===== src/rtl/mem_arb_pkg.sv =====
// mem_arb_pkg: shared types for mem_port_arbiter (FSM states, owner tag, latched request).
package mem_arb_pkg;
    localparam int ARB_ADDR_W = 32;
    localparam int ARB_DATA_W = 32;
    typedef enum logic [1:0] {IDLE, ACCESS, RESP} state_t;
    typedef enum logic {OWN_I, OWN_D} owner_t;
    typedef struct packed {
        logic [ARB_ADDR_W-1:0] addr;
        logic [ARB_DATA_W-1:0] wdata;
        logic                  we;
        owner_t                owner;
    } mem_req_t;
endpackage


===== src/rtl/mem_port_arbiter_if.sv =====
// mem_port_arbiter_if: fetch/data request-response ports plus the shared memory port.
interface mem_port_arbiter_if #(parameter int ADDR_W = 32, parameter int DATA_W = 32);
    logic              i_req_valid;
    logic              i_req_ready;
    logic [ADDR_W-1:0] i_req_addr;
    logic              i_rsp_valid;
    logic [DATA_W-1:0] i_rsp_data;
    logic              d_req_valid;
    logic              d_req_ready;
    logic [ADDR_W-1:0] d_req_addr;
    logic [DATA_W-1:0] d_req_wdata;
    logic              d_req_we;
    logic              d_rsp_valid;
    logic [DATA_W-1:0] d_rsp_rdata;
    logic [ADDR_W-1:0] mem_addr;
    logic [DATA_W-1:0] mem_wdata;
    logic              mem_we;
    logic [DATA_W-1:0] mem_rdata;
    logic              busy;
    modport slave (
        input  i_req_valid, i_req_addr, d_req_valid, d_req_addr, d_req_wdata, d_req_we, mem_rdata,
        output i_req_ready, i_rsp_valid, i_rsp_data, d_req_ready, d_rsp_valid, d_rsp_rdata,
               mem_addr, mem_wdata, mem_we, busy
    );
    modport master (
        output i_req_valid, i_req_addr, d_req_valid, d_req_addr, d_req_wdata, d_req_we, mem_rdata,
        input  i_req_ready, i_rsp_valid, i_rsp_data, d_req_ready, d_rsp_valid, d_rsp_rdata,
               mem_addr, mem_wdata, mem_we, busy
    );
endinterface


===== src/rtl/mem_arb_grant.sv =====
// mem_arb_grant: picks the requester that sees ready while the FSM is idle.
// MEM_ARB_RR_EN selects round-robin against the last owner; otherwise data beats fetch.
module mem_arb_grant import mem_arb_pkg::*; (
    input  logic   i_valid_i,
    input  logic   d_valid_i,
    input  logic   idle_i,
`ifdef MEM_ARB_RR_EN
    input  owner_t last_owner_i,
`endif
    output logic   i_ready_o,
    output logic   d_ready_o
);
    logic d_win;
`ifdef MEM_ARB_RR_EN
    assign d_win = d_valid_i && (!i_valid_i || last_owner_i == OWN_I);
`else
    assign d_win = d_valid_i;
`endif
    assign d_ready_o = idle_i && d_win;
    assign i_ready_o = idle_i && i_valid_i && !d_win;
endmodule


===== src/rtl/mem_port_arbiter.sv =====
// mem_port_arbiter: serialises fetch and load/store requests onto one single-port memory.
// Define MEM_ARB_RR_EN for round-robin grant; default is fixed data-over-fetch priority.
module mem_port_arbiter import mem_arb_pkg::*; #(
    parameter int ADDR_W      = ARB_ADDR_W,
    parameter int DATA_W      = ARB_DATA_W,
    parameter int MEM_LATENCY = 1
) (
    input  logic clk,
    input  logic rst_n,
    mem_port_arbiter_if.slave bus
);
    localparam int CNT_W = MEM_LATENCY > 1 ? $clog2(MEM_LATENCY) : 1;

    if (MEM_LATENCY < 1) begin : g_lat_chk
        $error("mem_port_arbiter: MEM_LATENCY must be >= 1");
    end
    if (ADDR_W != ARB_ADDR_W || DATA_W != ARB_DATA_W) begin : g_width_chk
        $error("mem_port_arbiter: ADDR_W/DATA_W must match mem_arb_pkg widths");
    end

    state_t            state_q, state_d;
    logic [CNT_W-1:0]  cnt_q, cnt_d;
    mem_req_t          req_q, req_d;
    logic [DATA_W-1:0] i_rdata_q, i_rdata_d, d_rdata_q, d_rdata_d;
    logic              idle, i_ready, d_ready, last_cyc;
`ifdef MEM_ARB_RR_EN
    owner_t            last_q, last_d;
`endif

    // Ready is held low while reset is asserted, even though the FSM sits in IDLE.
    assign idle     = rst_n && state_q == IDLE;
    assign last_cyc = cnt_q == CNT_W'(MEM_LATENCY - 1);

    mem_arb_grant u_grant (
        .i_valid_i    (bus.i_req_valid),
        .d_valid_i    (bus.d_req_valid),
        .idle_i       (idle),
`ifdef MEM_ARB_RR_EN
        .last_owner_i (last_q),
`endif
        .i_ready_o    (i_ready),
        .d_ready_o    (d_ready)
    );

    always_comb begin
        state_d   = state_q;
        cnt_d     = cnt_q;
        req_d     = req_q;
        i_rdata_d = i_rdata_q;
        d_rdata_d = d_rdata_q;
`ifdef MEM_ARB_RR_EN
        last_d    = last_q;
`endif
        if (state_q == IDLE && (i_ready || d_ready)) begin
            state_d = ACCESS;
            cnt_d   = '0;
            req_d   = d_ready ? mem_req_t'{bus.d_req_addr, bus.d_req_wdata, bus.d_req_we, OWN_D}
                              : mem_req_t'{bus.i_req_addr, ARB_DATA_W'(0), 1'b0, OWN_I};
`ifdef MEM_ARB_RR_EN
            last_d  = d_ready ? OWN_D : OWN_I;
`endif
        end else if (state_q == ACCESS) begin
            cnt_d   = last_cyc ? '0 : cnt_q + CNT_W'(1);
            state_d = last_cyc ? RESP : ACCESS;
            if (last_cyc && req_q.owner == OWN_I) i_rdata_d = bus.mem_rdata;
            if (last_cyc && req_q.owner == OWN_D) d_rdata_d = req_q.we ? '0 : bus.mem_rdata;
        end else if (state_q == RESP) begin
            state_d = IDLE;
        end
    end

    always_ff @(posedge clk or negedge rst_n) begin
        if (!rst_n) begin
            state_q   <= IDLE;
            cnt_q     <= '0;
            req_q     <= '0;
            i_rdata_q <= '0;
            d_rdata_q <= '0;
`ifdef MEM_ARB_RR_EN
            last_q    <= OWN_I;
`endif
        end else begin
            state_q   <= state_d;
            cnt_q     <= cnt_d;
            req_q     <= req_d;
            i_rdata_q <= i_rdata_d;
            d_rdata_q <= d_rdata_d;
`ifdef MEM_ARB_RR_EN
            last_q    <= last_d;
`endif
        end
    end

    assign bus.i_req_ready = i_ready;
    assign bus.d_req_ready = d_ready;
    assign bus.i_rsp_valid = state_q == RESP && req_q.owner == OWN_I;
    assign bus.d_rsp_valid = state_q == RESP && req_q.owner == OWN_D;
    assign bus.i_rsp_data  = i_rdata_q;
    assign bus.d_rsp_rdata = d_rdata_q;
    assign bus.mem_addr    = req_q.addr;
    assign bus.mem_wdata   = req_q.wdata;
    // Strobe only on the first access cycle so multi-cycle memories see a single write.
    assign bus.mem_we      = state_q == ACCESS && cnt_q == '0 && req_q.we;
    assign bus.busy        = state_q != IDLE;
endmodule


===== src/flat_wrapper.sv =====
// flat-port wrapper written by rule: the top's interface ports become plain ports
module mem_port_arbiter_flat import mem_arb_pkg::*;
#(
    parameter int ADDR_W      = ARB_ADDR_W,
    parameter int DATA_W      = ARB_DATA_W,
    parameter int MEM_LATENCY = 1
)
  (clk, rst_n, bus_i_req_valid, bus_i_req_addr, bus_d_req_valid, bus_d_req_addr, bus_d_req_wdata, bus_d_req_we, bus_mem_rdata, bus_i_req_ready, bus_i_rsp_valid, bus_i_rsp_data, bus_d_req_ready, bus_d_rsp_valid, bus_d_rsp_rdata, bus_mem_addr, bus_mem_wdata, bus_mem_we, bus_busy);
  mem_port_arbiter_if #(.ADDR_W(ADDR_W), .DATA_W(DATA_W)) bus_i ();
  input  logic clk;
  input  logic rst_n;
  input wire logic [$bits(bus_i.i_req_valid)-1:0] bus_i_req_valid;
  input wire logic [$bits(bus_i.i_req_addr)-1:0] bus_i_req_addr;
  input wire logic [$bits(bus_i.d_req_valid)-1:0] bus_d_req_valid;
  input wire logic [$bits(bus_i.d_req_addr)-1:0] bus_d_req_addr;
  input wire logic [$bits(bus_i.d_req_wdata)-1:0] bus_d_req_wdata;
  input wire logic [$bits(bus_i.d_req_we)-1:0] bus_d_req_we;
  input wire logic [$bits(bus_i.mem_rdata)-1:0] bus_mem_rdata;
  output wire logic [$bits(bus_i.i_req_ready)-1:0] bus_i_req_ready;
  output wire logic [$bits(bus_i.i_rsp_valid)-1:0] bus_i_rsp_valid;
  output wire logic [$bits(bus_i.i_rsp_data)-1:0] bus_i_rsp_data;
  output wire logic [$bits(bus_i.d_req_ready)-1:0] bus_d_req_ready;
  output wire logic [$bits(bus_i.d_rsp_valid)-1:0] bus_d_rsp_valid;
  output wire logic [$bits(bus_i.d_rsp_rdata)-1:0] bus_d_rsp_rdata;
  output wire logic [$bits(bus_i.mem_addr)-1:0] bus_mem_addr;
  output wire logic [$bits(bus_i.mem_wdata)-1:0] bus_mem_wdata;
  output wire logic [$bits(bus_i.mem_we)-1:0] bus_mem_we;
  output wire logic [$bits(bus_i.busy)-1:0] bus_busy;
  assign bus_i.i_req_valid = bus_i_req_valid;
  assign bus_i.i_req_addr = bus_i_req_addr;
  assign bus_i.d_req_valid = bus_d_req_valid;
  assign bus_i.d_req_addr = bus_d_req_addr;
  assign bus_i.d_req_wdata = bus_d_req_wdata;
  assign bus_i.d_req_we = bus_d_req_we;
  assign bus_i.mem_rdata = bus_mem_rdata;
  assign bus_i_req_ready = bus_i.i_req_ready;
  assign bus_i_rsp_valid = bus_i.i_rsp_valid;
  assign bus_i_rsp_data = bus_i.i_rsp_data;
  assign bus_d_req_ready = bus_i.d_req_ready;
  assign bus_d_rsp_valid = bus_i.d_rsp_valid;
  assign bus_d_rsp_rdata = bus_i.d_rsp_rdata;
  assign bus_mem_addr = bus_i.mem_addr;
  assign bus_mem_wdata = bus_i.mem_wdata;
  assign bus_mem_we = bus_i.mem_we;
  assign bus_busy = bus_i.busy;
  mem_port_arbiter #(.ADDR_W(ADDR_W), .DATA_W(DATA_W), .MEM_LATENCY(MEM_LATENCY)) u_core (.clk(clk), .rst_n(rst_n), .bus(bus_i));
endmodule

===== config.mk =====
export PLATFORM = sky130hd
export DESIGN_NAME = mem_port_arbiter_flat
export DESIGN_NICKNAME = d
export VERILOG_FILES = /design/src/rtl/mem_arb_pkg.sv /design/src/rtl/mem_port_arbiter_if.sv /design/src/rtl/mem_arb_grant.sv /design/src/rtl/mem_port_arbiter.sv /design/src/flat_wrapper.sv
export SDC_FILE = /design/constraint.sdc
export NUM_CORES = 1
export LEC_CHECK = 0
export CORE_MARGIN = 3
export CORE_UTILIZATION = 45
export DETAILED_ROUTE_END_ITERATION = 7
export PLACE_DENSITY = 0.86
export SYNTH_ARGS = -nofsm -noshare
export SYNTH_HDL_FRONTEND = slang
export SYNTH_SLANG_ARGS = --single-unit

===== constraint.sdc =====
create_clock -name clk -period 2.92 [get_ports clk]
set_clock_uncertainty 0.15 [all_clocks]
set_input_delay 0.292 -clock clk [delete_from_list [all_inputs] [get_ports clk]]
set_output_delay 0.292 -clock clk [all_outputs]
set_load 0.01 [all_outputs]

==> impl_summary.log <==
INFO  metric run_status = completed
INFO  metric crit_path_max_incr_delay = 0.53 ns
INFO  metric pre_cts_slack = 0.456 ns
INFO  metric timing_worst_slew_pin_value = 1.34 ns
INFO  metric cts.path.max_buffers = 2
INFO  metric synth_top_family_by_area = compound AO/OA/AOI/OAI gates
INFO  metric share_of_flip_flops_with_an_asynchronous_set_or_reset_after_synthesis = 1.00
INFO  metric p_leak = 3.77 nW
INFO  metric synth_flop_cell = sky130_fd_sc_hd__dfrtp_1
INFO  metric power.net_switching = 3.12 mW
INFO  metric worst_case_setup_margin_in_the_final_layout = 0.532 ns
INFO  metric postSynthNetCount = 642
INFO  metric initial_utilization = 0.464
INFO  metric final_max_slew_viol_count = 0
INFO  metric routed_wl = 16400 um
INFO  metric reg2reg_end = u_core.bus.mem_addr[20]
INFO  metric yosys_warnings = 0
INFO  metric worst_ep_arrival_time = 1.95 ns
INFO  metric timing.critical_path.from_type = register
INFO  metric grt_max_degree = 69
INFO  metric utilization = 0.695
INFO  metric critical_path.top_delay_family = buffers and inverters
INFO  metric p_per_area = 1100 nW/um^2
INFO  metric synth_area_per_cell = 11.5 um^2
INFO  metric period_minus_slack = 2.39 ns
INFO  metric antenna_violations_before_repair = 0
INFO  metric synth_compound_gate_area_share = 0.167
INFO  metric routedWlPerCell = 18.4 um
INFO  metric drc = 0
INFO  metric cts_max_level = 4
INFO  metric seq_power_share = 0.350
INFO  metric syn-cell-area = 5870 um^2
INFO  metric timing.critical_path.cells = and4bb_1 -> and2_1 -> clkdlybuf4s50_1
INFO  metric row_count = 41
INFO  metric grt_util_all_layers = 0.226
INFO  metric yosysUniqueCellTypes = 27
INFO  metric placement.io_buffers = 266
INFO  metric hold_viol_final = 0
INFO  metric post_drt_via_cell_ratio = 5.27
INFO  metric worst_relative_slew_slack = 0.107
INFO  metric power.switching_fraction = 0.323
INFO  metric place.gp.congestion = 0.817
INFO  metric number_of_antenna_cells_inserted = 0
INFO  metric grt_overflow = 0
INFO  metric cts.hold.buffers_added = 1
INFO  metric ff_to_ff_start = u_core.state_q[0]
INFO  metric die_area = 14500 um^2
INFO  metric antenna_violating_nets_post_route = 0
INFO  metric fmax = 419 MHz
INFO  metric vias_in_the_first_global_route = 4920
INFO  metric core_region_area = 12700 um^2
INFO  metric layout.cells.non_filler = 887
INFO  metric max-cap-violations = 0
INFO  metric muxShareOfSynthArea = 0.0614
INFO  metric path_buf_inv = 1
INFO  metric grt_first_pass_wirelength = 26000 um
INFO  metric setup_tns = 0 ns
INFO  metric worst-r2r-setup-slack = 0.76 ns
INFO  metric path_max_fanout = 11
INFO  metric synth_enable_flop_cells = 0
INFO  metric post_synth_xor_area_fraction = 0
INFO  metric dp_hpwl = 11700 um
INFO  metric synth-seq-cells = 132
INFO  metric synthesized_area_fraction_occupied_by_adder_cells = 0
INFO  metric ir_worst_vdd = 0.601 mV
INFO  metric post_cts_resize_count = 0
INFO  metric post_cts.repair.setup_buffers = 0
INFO  metric vias = 4677
INFO  metric master_cell_of_the_clock_root_buffer = sky130_fd_sc_hd__clkbuf_16
INFO  metric cts_tree = built
INFO  metric synth_seq_area_share = 0.562
INFO  metric timing.setup.critical_path_class = register to primary output
INFO  metric type_of_the_worst_min_delay_path = primary input to async pin
INFO  metric setup_viol_count_final = 0
INFO  metric power_frac_comb = 0.423
INFO  metric cts_buffers = 17
INFO  metric chipHeight = 120 um
INFO  metric finish.net_count = 836
INFO  metric synthesized_instance_count = 509
INFO  metric period_utilization_post_route = 0.818
INFO  metric worst_setup_path_end_kind = primary output
INFO  metric rsz0062_at_grt = false
INFO  metric timing.reg2reg.worst_path_depth = 3
INFO  metric cts.sinks = 132
INFO  metric pin_count = 267
INFO  metric detailedRoute.firstPassIterationCount = 5
INFO  metric clock_insertion_delay_worst_skew = 0.40 ns
INFO  metric cp.required = 2.48 ns
INFO  metric intPower = 6.54 mW
INFO  metric clk_transition_reported_paths = 0.06 ns
INFO  metric crit_slowest_cell = sky130_fd_sc_hd__clkdlybuf4s50_1
INFO  metric total_power = 9.66 mW
INFO  metric numPlacedInstances = 855
INFO  metric die_w = 120 um
INFO  metric post_route_cells_drive_above_1_share = 0.0671
INFO  metric drtIter0Drc = 431
INFO  metric share_clk_of_total_power = 0.227
INFO  metric synthToLayoutAreaGrowth = 49.9%
INFO  metric yosys.area_share.simple = 0.0948
## sequential cells by signal, indices dropped and copies added, names as in the netlist
signal,cells
u_core.bus.mem_addr,32
u_core.req_q,2
u_core.bus.i_rsp_data,32
u_core.bus.mem_wdata,32
u_core.state_q,2
u_core.bus.d_rsp_rdata,32
## power by group through the flow
stage / clock (mW) / sequential (mW) / combinational [mW]
floorplan: 0 / 3.41 / 2.21
global placement: 0 / 3.33 / 4.02
detailed placement: 0 / 3.37 / 4.13
CTS: 2.23 / 3.38 / 4.14
global route: 2.32 / 3.49 / 4.39
finish: 2.19 / 3.38 / 4.09
## cell usage after synthesis (all sizes together), types with 2 or more instances
library cell	count	area [um^2]
and4bb	2	25.0
a22oi	32	240
dfrtp	132	3300
nand2b	32	200
o21ai	33	165
clkbuf	21	78.8
a32oi	32	280
a22o	33	289
nand2	66	248
mux2	32	360
and3b	2	17.5
buf	81	588
nor3b	3	27.5
## cell usage in the layout (no fill, tap or decap), types with 17 or more instances in the layout
master / netlist / layout
sky130_fd_sc_hd__nand2b_1: 32 / 32
sky130_fd_sc_hd__clkbuf_16: 0 / 17
sky130_fd_sc_hd__a32oi_1: 32 / 32
sky130_fd_sc_hd__mux2_1: 32 / 32
sky130_fd_sc_hd__a22o_1: 33 / 33
sky130_fd_sc_hd__dfrtp_1: 132 / 132
sky130_fd_sc_hd__o21ai_0: 25 / 25
sky130_fd_sc_hd__clkdlybuf4s50_1: 0 / 265
sky130_fd_sc_hd__nand2_1: 66 / 66
sky130_fd_sc_hd__a22oi_1: 32 / 32
## kinds of logic (layout without fill, tap and decap cells)
| group | count (synthesis) | in the layout |
|---|---|---|
| mux | 32 | 32 |
| flops | 132 | 132 |
| simple gates | 111 | 111 |
| compound gates | 131 | 131 |
| buf+inv | 103 | 309 |
## layout make-up
class | count | area (um^2)
fill | 913 | 3860
sequential | 132 | 3300
timing repair buffer | 277 | 2750
multi-input combinational | 274 | 1920
clock buffer | 20 | 467
tap | 172 | 215
clock inverter | 11 | 151
inverter | 1 | 3.75
## worst max path at each step
| stage | from | slack (ns) | endpoint | depth (start not counted) |
|---|---|---|---|---|
| 2_1_floorplan | u_core.state_q[1] | 1.17 | bus_i_req_ready | 4 |
| 3_3_place_gp | bus_i_req_valid | 0.57 | u_core.bus.mem_addr[8] | 4 |
| 3_5_place_dp | bus_i_req_valid | 0.46 | u_core.bus.mem_addr[20] | 4 |
| 4_1_cts | u_core.state_q[1] | 0.51 | bus_i_req_ready | 3 |
| 5_1_grt | u_core.state_q[1] | 0.43 | bus_i_req_ready | 3 |
| 6_report | u_core.state_q[1] | 0.53 | bus_i_req_ready | 3 |
## per-layer routing
layer | global-route usage | part of all wire | vias up
li1 | - | - | 2139
met4 | 0.0822 | 0.026 | 0
met2 | 0.400 | 0.52 | 246
met1 | 0.263 | 0.38 | 2262
met5 | 0 | 0 | -
met3 | 0.0655 | 0.077 | 30
## stage by stage
stage / hold WS, ns / area (um^2)
2_1_floorplan: -0.154 / 5870
3_3_place_gp: -0.0296 / 8180
3_5_place_dp: -0.0288 / 8180
4_1_cts: 0.114 / 8810
5_1_grt: 0.122 / 8810
6_report: 0.122 / 8810
(Power assumes the default switching activity.)
